## config.mk

```make
export PLATFORM = sky130hd
export DESIGN_NAME = mlp_layer_sequencer
export DESIGN_NICKNAME = d
export VERILOG_FILES = /design/src/rtl/mlp_layer_sequencer.sv
export SDC_FILE = /design/constraint.sdc
export NUM_CORES = 1
export LEC_CHECK = 0
export CELL_PAD_IN_SITES_DETAIL_PLACEMENT = 1
export CELL_PAD_IN_SITES_GLOBAL_PLACEMENT = 1
export CORE_MARGIN = 4
export CORE_UTILIZATION = 44
export DETAILED_ROUTE_END_ITERATION = 7
export PLACE_DENSITY_LB_ADDON = 0.1
export SYNTH_ARGS = -nofsm -noshare
export SYNTH_HDL_FRONTEND = slang
export SYNTH_SLANG_ARGS = --single-unit
```

## constraint.sdc

```tcl
create_clock -name clk -period 2.05 [get_ports clk]
set_input_delay 0.41 -clock clk [delete_from_list [all_inputs] [get_ports clk]]
set_output_delay 0.41 -clock clk [all_outputs]
set_load 0.01 [all_outputs]
```

## src/rtl/mlp_layer_sequencer.sv

```systemverilog
// rtl/mlp_layer_sequencer.sv - frame sequencer driving a chain of fc_layer stages
// Each layer walks EMPTY -> FULL -> ARMED -> RUN; starts are gated by downstream space.
module mlp_layer_sequencer #(
  parameter int num_layers    = 5,
  parameter int start_timeout = 15,
  parameter int cnt_width     = 16
) (
  input  logic                          clk,
  input  logic                          rst,
  input  logic                          i_frame_valid,
  output logic                          o_frame_ready,
  input  logic [num_layers-1:0]         i_layer_busy,
  output logic [num_layers-1:0]         o_layer_start,
  output logic                          o_result_valid,
  input  logic                          i_result_ready,
  output logic                          o_error,
  output logic [$clog2(num_layers)-1:0] o_err_layer,
  output logic [cnt_width-1:0]          o_frames_done
);

  localparam int EW = $clog2(num_layers);
  localparam int TW = $clog2(start_timeout + 1);
  localparam logic [TW-1:0] TMO_LAST = TW'(start_timeout - 1);
  localparam logic [TW-1:0] TMR_ONE  = TW'(1);
  localparam logic [cnt_width-1:0] CNT_ONE = cnt_width'(1);

  localparam logic [1:0] ST_EMPTY = 2'd0;
  localparam logic [1:0] ST_FULL  = 2'd1;
  localparam logic [1:0] ST_ARMED = 2'd2;
  localparam logic [1:0] ST_RUN   = 2'd3;

  logic [num_layers-1:0][1:0]    state_q, state_d;
  logic [num_layers-1:0][TW-1:0] tmr_q, tmr_d;
  logic                          result_valid_q, result_valid_d;
  logic                          error_q, error_d;
  logic [EW-1:0]                 err_layer_q, err_layer_d;
  logic [cnt_width-1:0]          frames_done_q, frames_done_d;

  logic [num_layers-1:0] empty_v;
  logic [num_layers-1:0] full_v;
  logic [num_layers-1:0] done_v;
  logic [num_layers-1:0] free_v;
  logic [num_layers-1:0] fire_v;
  logic [num_layers-1:0] fill_v;
  logic                  accept;
  logic                  err_found;

  always_comb begin
    empty_v = '0;
    full_v  = '0;
    done_v  = '0;
    for (int k = 0; k < num_layers; k++) begin
      empty_v[k] = (state_q[k] == ST_EMPTY);
      full_v[k]  = (state_q[k] == ST_FULL);
      done_v[k]  = (state_q[k] == ST_RUN) && !i_layer_busy[k];
    end
  end

  // A layer may start only if the next stage (or the result slot) is free,
  // judged on registered state so a completing neighbour frees it a cycle later.
  assign free_v = {!result_valid_q, empty_v[num_layers-1:1]};
  assign fire_v = full_v & free_v & {num_layers{!error_q}};

  assign o_frame_ready = empty_v[0] && !error_q;
  assign accept        = i_frame_valid && o_frame_ready;
  assign fill_v        = {done_v[num_layers-2:0], accept};

  always_comb begin
    state_d     = state_q;
    tmr_d       = tmr_q;
    error_d     = error_q;
    err_layer_d = err_layer_q;
    err_found   = error_q;
    for (int k = 0; k < num_layers; k++) begin
      case (state_q[k])
        ST_EMPTY: begin
          if (fill_v[k]) state_d[k] = ST_FULL;
        end
        ST_FULL: begin
          if (fire_v[k]) begin
            state_d[k] = ST_ARMED;
            tmr_d[k]   = '0;
          end
        end
        ST_ARMED: begin
          if (i_layer_busy[k]) begin
            state_d[k] = ST_RUN;
          end else if (tmr_q[k] == TMO_LAST) begin
            // Ascending scan: the lowest timed-out index wins the latch.
            state_d[k] = ST_FULL;
            if (!err_found) begin
              error_d     = 1'b1;
              err_layer_d = EW'(k);
              err_found   = 1'b1;
            end
          end else begin
            tmr_d[k] = tmr_q[k] + TMR_ONE;
          end
        end
        default: begin
          if (!i_layer_busy[k]) state_d[k] = ST_EMPTY;
        end
      endcase
    end
  end

  always_comb begin
    result_valid_d = result_valid_q;
    frames_done_d  = frames_done_q;
    if (result_valid_q && i_result_ready) begin
      result_valid_d = 1'b0;
      frames_done_d  = frames_done_q + CNT_ONE;
    end
    if (done_v[num_layers-1]) result_valid_d = 1'b1;
  end

  always_ff @(posedge clk or negedge rst) begin
    if (!rst) begin
      state_q        <= '0;
      tmr_q          <= '0;
      result_valid_q <= 1'b0;
      error_q        <= 1'b0;
      err_layer_q    <= '0;
      frames_done_q  <= '0;
    end else begin
      state_q        <= state_d;
      tmr_q          <= tmr_d;
      result_valid_q <= result_valid_d;
      error_q        <= error_d;
      err_layer_q    <= err_layer_d;
      frames_done_q  <= frames_done_d;
    end
  end

  assign o_layer_start  = fire_v;
  assign o_result_valid = result_valid_q;
  assign o_error        = error_q;
  assign o_err_layer    = err_layer_q;
  assign o_frames_done  = frames_done_q;

endmodule

```

==> summary.md <==
| Metric | Value |
|---|---|
| #FFs+latches synth | 51 |
| Worst Clk Skew | 0.0130 ns |
| Crit path depth | 4 |
| DRC viols | 0 |
| Non-Filler Instances | 509 |
| Via count | 2787 |
| Net Sw Frac | 42.8% |
| Post-synth EDFFs | 0 |
| Sequential-to-total area share from yosys stat | 38.7% |
| # diodes | 0 |
| Die height | 94.6 um |
| Reg2reg end | tmr_q[15]$_DFFE_PN0P_ |
| Hold WC Path Type | primary input to asynchronous set/reset pin |
| FP Rows | 31 |
| Worst endpoint data arrival time | 1.53 ns |
| Core area | 7250 um2 |
| CTS Buffer Depth | 2 |
| Rel. slew slack | 65.4% |
| Die area | 8950 um2 |
| Final #Nets | 450 |
| Distinct cells, synth | 46 |
| CTS Root Buffer Type | clkbuf_8 |
| Placed insts | 496 |
| Slowest stage cell on the critical path | dfrtp_1 |
| Crit Path Max Fanout | 5 |
| Period utilization | 94.6% |
| Deepest level of the CTS H-tree | 2 |
| Worst Path Class, Setup | flop to output port |
| Max Cap Viol | 0 |
| Antenna Nets Post-Route | 0 |
| Cts bufs inserted | 5 |
| Starting density of the core | 45.5% |
| Gr usage total | 19.6% |
| Die span in x | 94.6 um |
| Mean post-synth cell area | 9.54 um2 |
| Worst setup path end | o_layer_start[4] |
| Ys async rst share | 100% |
| Share of cells above drive strength 1 | 16.1% |
| Status | complete, no violations |
| Final setup fails | 0 |
| Grt ovf | 0 |
| Setup TNS | 0 ns |
| Cell count after synthesis | 346 |
| Worst slack at placement | -0.0286 ns |
| Largest stage delay on the critical path | 0.40 ns |
| CTS hold repair buffers | 0 |
| Worst Setup SP | state_q[9]$_DFFE_PN0P_ |
| Reg2Reg Setup Slack | 0.13 ns |
| Clock Latency Late Sink | 0.31 ns |
| Req. time, crit path | 1.64 ns |
| Number of global-route vias before repair | 2936 |
| Pins over their slew limit | 0 |
| VDD IR max | 0.000566 V |
| Largest net degree at the start of global routing | 52 |
| Post-Syn Area | 3300 um2 |
| Hold Vio Cnt, Final | 0 |
| Comb power frac | 56.0% |
| Fillers | 840 |
| Clock sinks | 51 |
| Post-synthesis mux area share | 5.12% |
| First-pass GRT wire length | 14100 um |
| Xor/xnor cell area share of the yosys netlist | 3.98% |
| Initial antenna violation count | 0 |
| CP Buf/Inv Count | 2 |
| Least-Margin Pin Slew | 0.514 ns |
| Synth Area in Simple Gates | 23.0% |
| Hold WS | 0.0621 ns |
| Area grow syn2layout | 23.3% |
| Clock power share | 12.3% |
| Power density over the cells | 1270 nW/um2 |
| Reg-to-reg startpoint | state_q[6]$_DFFE_PN0P_ |
| Synth Area in Compound Gates | 13.6% |
| Reg2reg path depth | 7 |
| Cell internal pwr | 0.00295 W |
| Startpoint types | flop |
| HPWL after detailed placement | 6190 um |
| Sw power | 0.00220 W |
| Peak Freq | 515 MHz |
| Min cycle time layout | 1.94 ns |
| Synth Net Count | 387 |
| Worst Setup End Kind | output port |
| Post-synth top flop | dfrtp_1 |
| Final WS setup | 0.110 ns |
| Routed length per instance | 15.8 um |
| TritonCTS clock tree | built |
| DR pass1 iterations | 7 |
| WL final | 8030 um |
| Final GP Congestion | 0.777 |
| I/O pins | 36 |
| DR vias/cell | 5.48 |
| Synth warnings | 0 |
| Main combinational cell family by area after synthesis | simple AND/OR/NAND/NOR gates |
| # port buffers | 35 |
| Critical-path cell list | inv_1 > ha_2 > nor3b_1 > dlygate4sd2_1 |
| Pleak | 1.89 nW |
| CTS clk-pin slew, worst paths | 0.10 ns |
| Adder-cell share of the synthesized area | 12.1% |
| Largest delay contributor family on the critical path | flip-flops |
| 1st-iter DRT viols | 90 |
| Flop pwr share | 31.7% |
cell usage in the layout (no fill, tap or decap), drive strengths merged, types with 5 or more instances in the layout:
master / Yosys / final
or3: 5 / 5
a31oi: 6 / 6
xnor2: 10 / 10
nand2b: 13 / 13
dfrtp: 51 / 51
o21ai: 15 / 15
inv: 24 / 26
mux2: 7 / 7
ha: 32 / 32
o21bai: 5 / 5
xor2: 5 / 5
dlygate4sd2: 0 / 5
nor2b: 12 / 12
nand2: 22 / 22
nand4: 9 / 9
o22ai: 5 / 5
clkdlybuf4s50: 0 / 28
and2: 5 / 5
nor3: 8 / 8
nand3: 20 / 20
buf: 5 / 27
mux2i: 9 / 9
and3: 9 / 9
a21oi: 11 / 11
nor2: 22 / 22
clkbuf: 0 / 6
routing by layer:
metal	wire length, um	GRT usage (%)	up-vias
met4	57	4.09	0
met3	166	2.79	6
met2	4070	34.3	31
met5	0	0	-
li1	-	-	1362
met1	3730	25.8	1388
what timing repair did:
action | 4_1_cts | 5_1_grt
setup endpoints to repair | 6 | 6
pin swaps | 0 | 0
gates resized for setup | 15 | 7
buffers inserted | 3 | 2
cell type report:
cell class | instances | area (um2) | share of cell area (%)
sequential | 51 | 1280 | 31.4
clock buffer | 5 | 68.8 | 1.69
tap | 99 | 124 | 3.05
multi-input combinational | 266 | 1940 | 47.7
timing repair buffer | 61 | 542 | 13.3
inverter | 24 | 90.1 | 2.21
clock inverter | 3 | 26.3 | 0.646
Yosys cell counts (all sizes together) (2+ instances only):
cell	count	area, um2
dfrtp	51	1280
ha	32	400
inv	24	90.1
nand2	22	82.6
nor2	22	82.6
nand3	20	100
o21ai	15	78.8
nand2b	13	106
nor2b	12	75.1
a21oi	11	55.1
xnor2	10	87.6
and3	9	56.3
mux2i	9	90.1
nand4	9	56.3
nor3	8	40.0
mux2	7	78.8
a31oi	6	37.5
and2	5	36.3
buf	5	23.8
o21bai	5	37.5
o22ai	5	31.3
or3	5	41.3
xor2	5	43.8
a22o	4	35.0
nand3b	4	30.0
nor3b	4	30.0
o31ai	4	30.0
a211oi	3	27.5
o21a	3	22.5
o41ai	3	26.3
a311oi	2	17.5
o211ai	2	15.0
cells by family after synthesis:
kind of cell    after synthesis
mux                          16
fa+ha+maj                    32
simple gates                136
xor+xnor                     15
buf+inv                      29
flops                        51
compound gates               67
power by group through the flow:
stage	registers, W	logic (W)	clock network (W)
detailed placement	0.00167	0.00278	0
global route	0.00169	0.00326	0.000699
CTS	0.00164	0.00287	0.000666
global placement	0.00164	0.00267	0
finish	0.00163	0.00288	0.000634
floorplan	0.00161	0.00183	0
metrics by stage:
step / area, um2 / util (%) / power [W]
3_5_place_dp: 3920 / 54.0 / 0.00445
6_report: 4070 / 56.1 / 0.00515
3_3_place_gp: 3920 / 54.0 / 0.00431
4_1_cts: 4050 / 55.8 / 0.00517
2_1_floorplan: 3300 / - / 0.00343
5_1_grt: 4070 / 56.1 / 0.00565
worst min-delay path by stage:
stage | slack, ns | startpoint | depth (start not counted) | end
floorplan | 0.11 | rst | 0 | o_err_layer[0]$_DFF_PN0_
global placement | 0.43 | rst | 2 | tmr_q[8]$_DFFE_PN0P_
detailed placement | 0.43 | rst | 2 | tmr_q[8]$_DFFE_PN0P_
CTS | 0.07 | rst | 2 | state_q[1]$_DFFE_PN0P_
global route | 0.09 | rst | 2 | state_q[1]$_DFFE_PN0P_
finish | 0.06 | rst | 2 | tmr_q[11]$_DFFE_PN0P_
sequential cells by signal, indices dropped and copies added (netlist names):
name            count
o_err_layer         3
state_q            10
tmr_q              20
o_result_valid      1
o_error             1
o_frames_done      16
(Power assumes the default switching activity.)
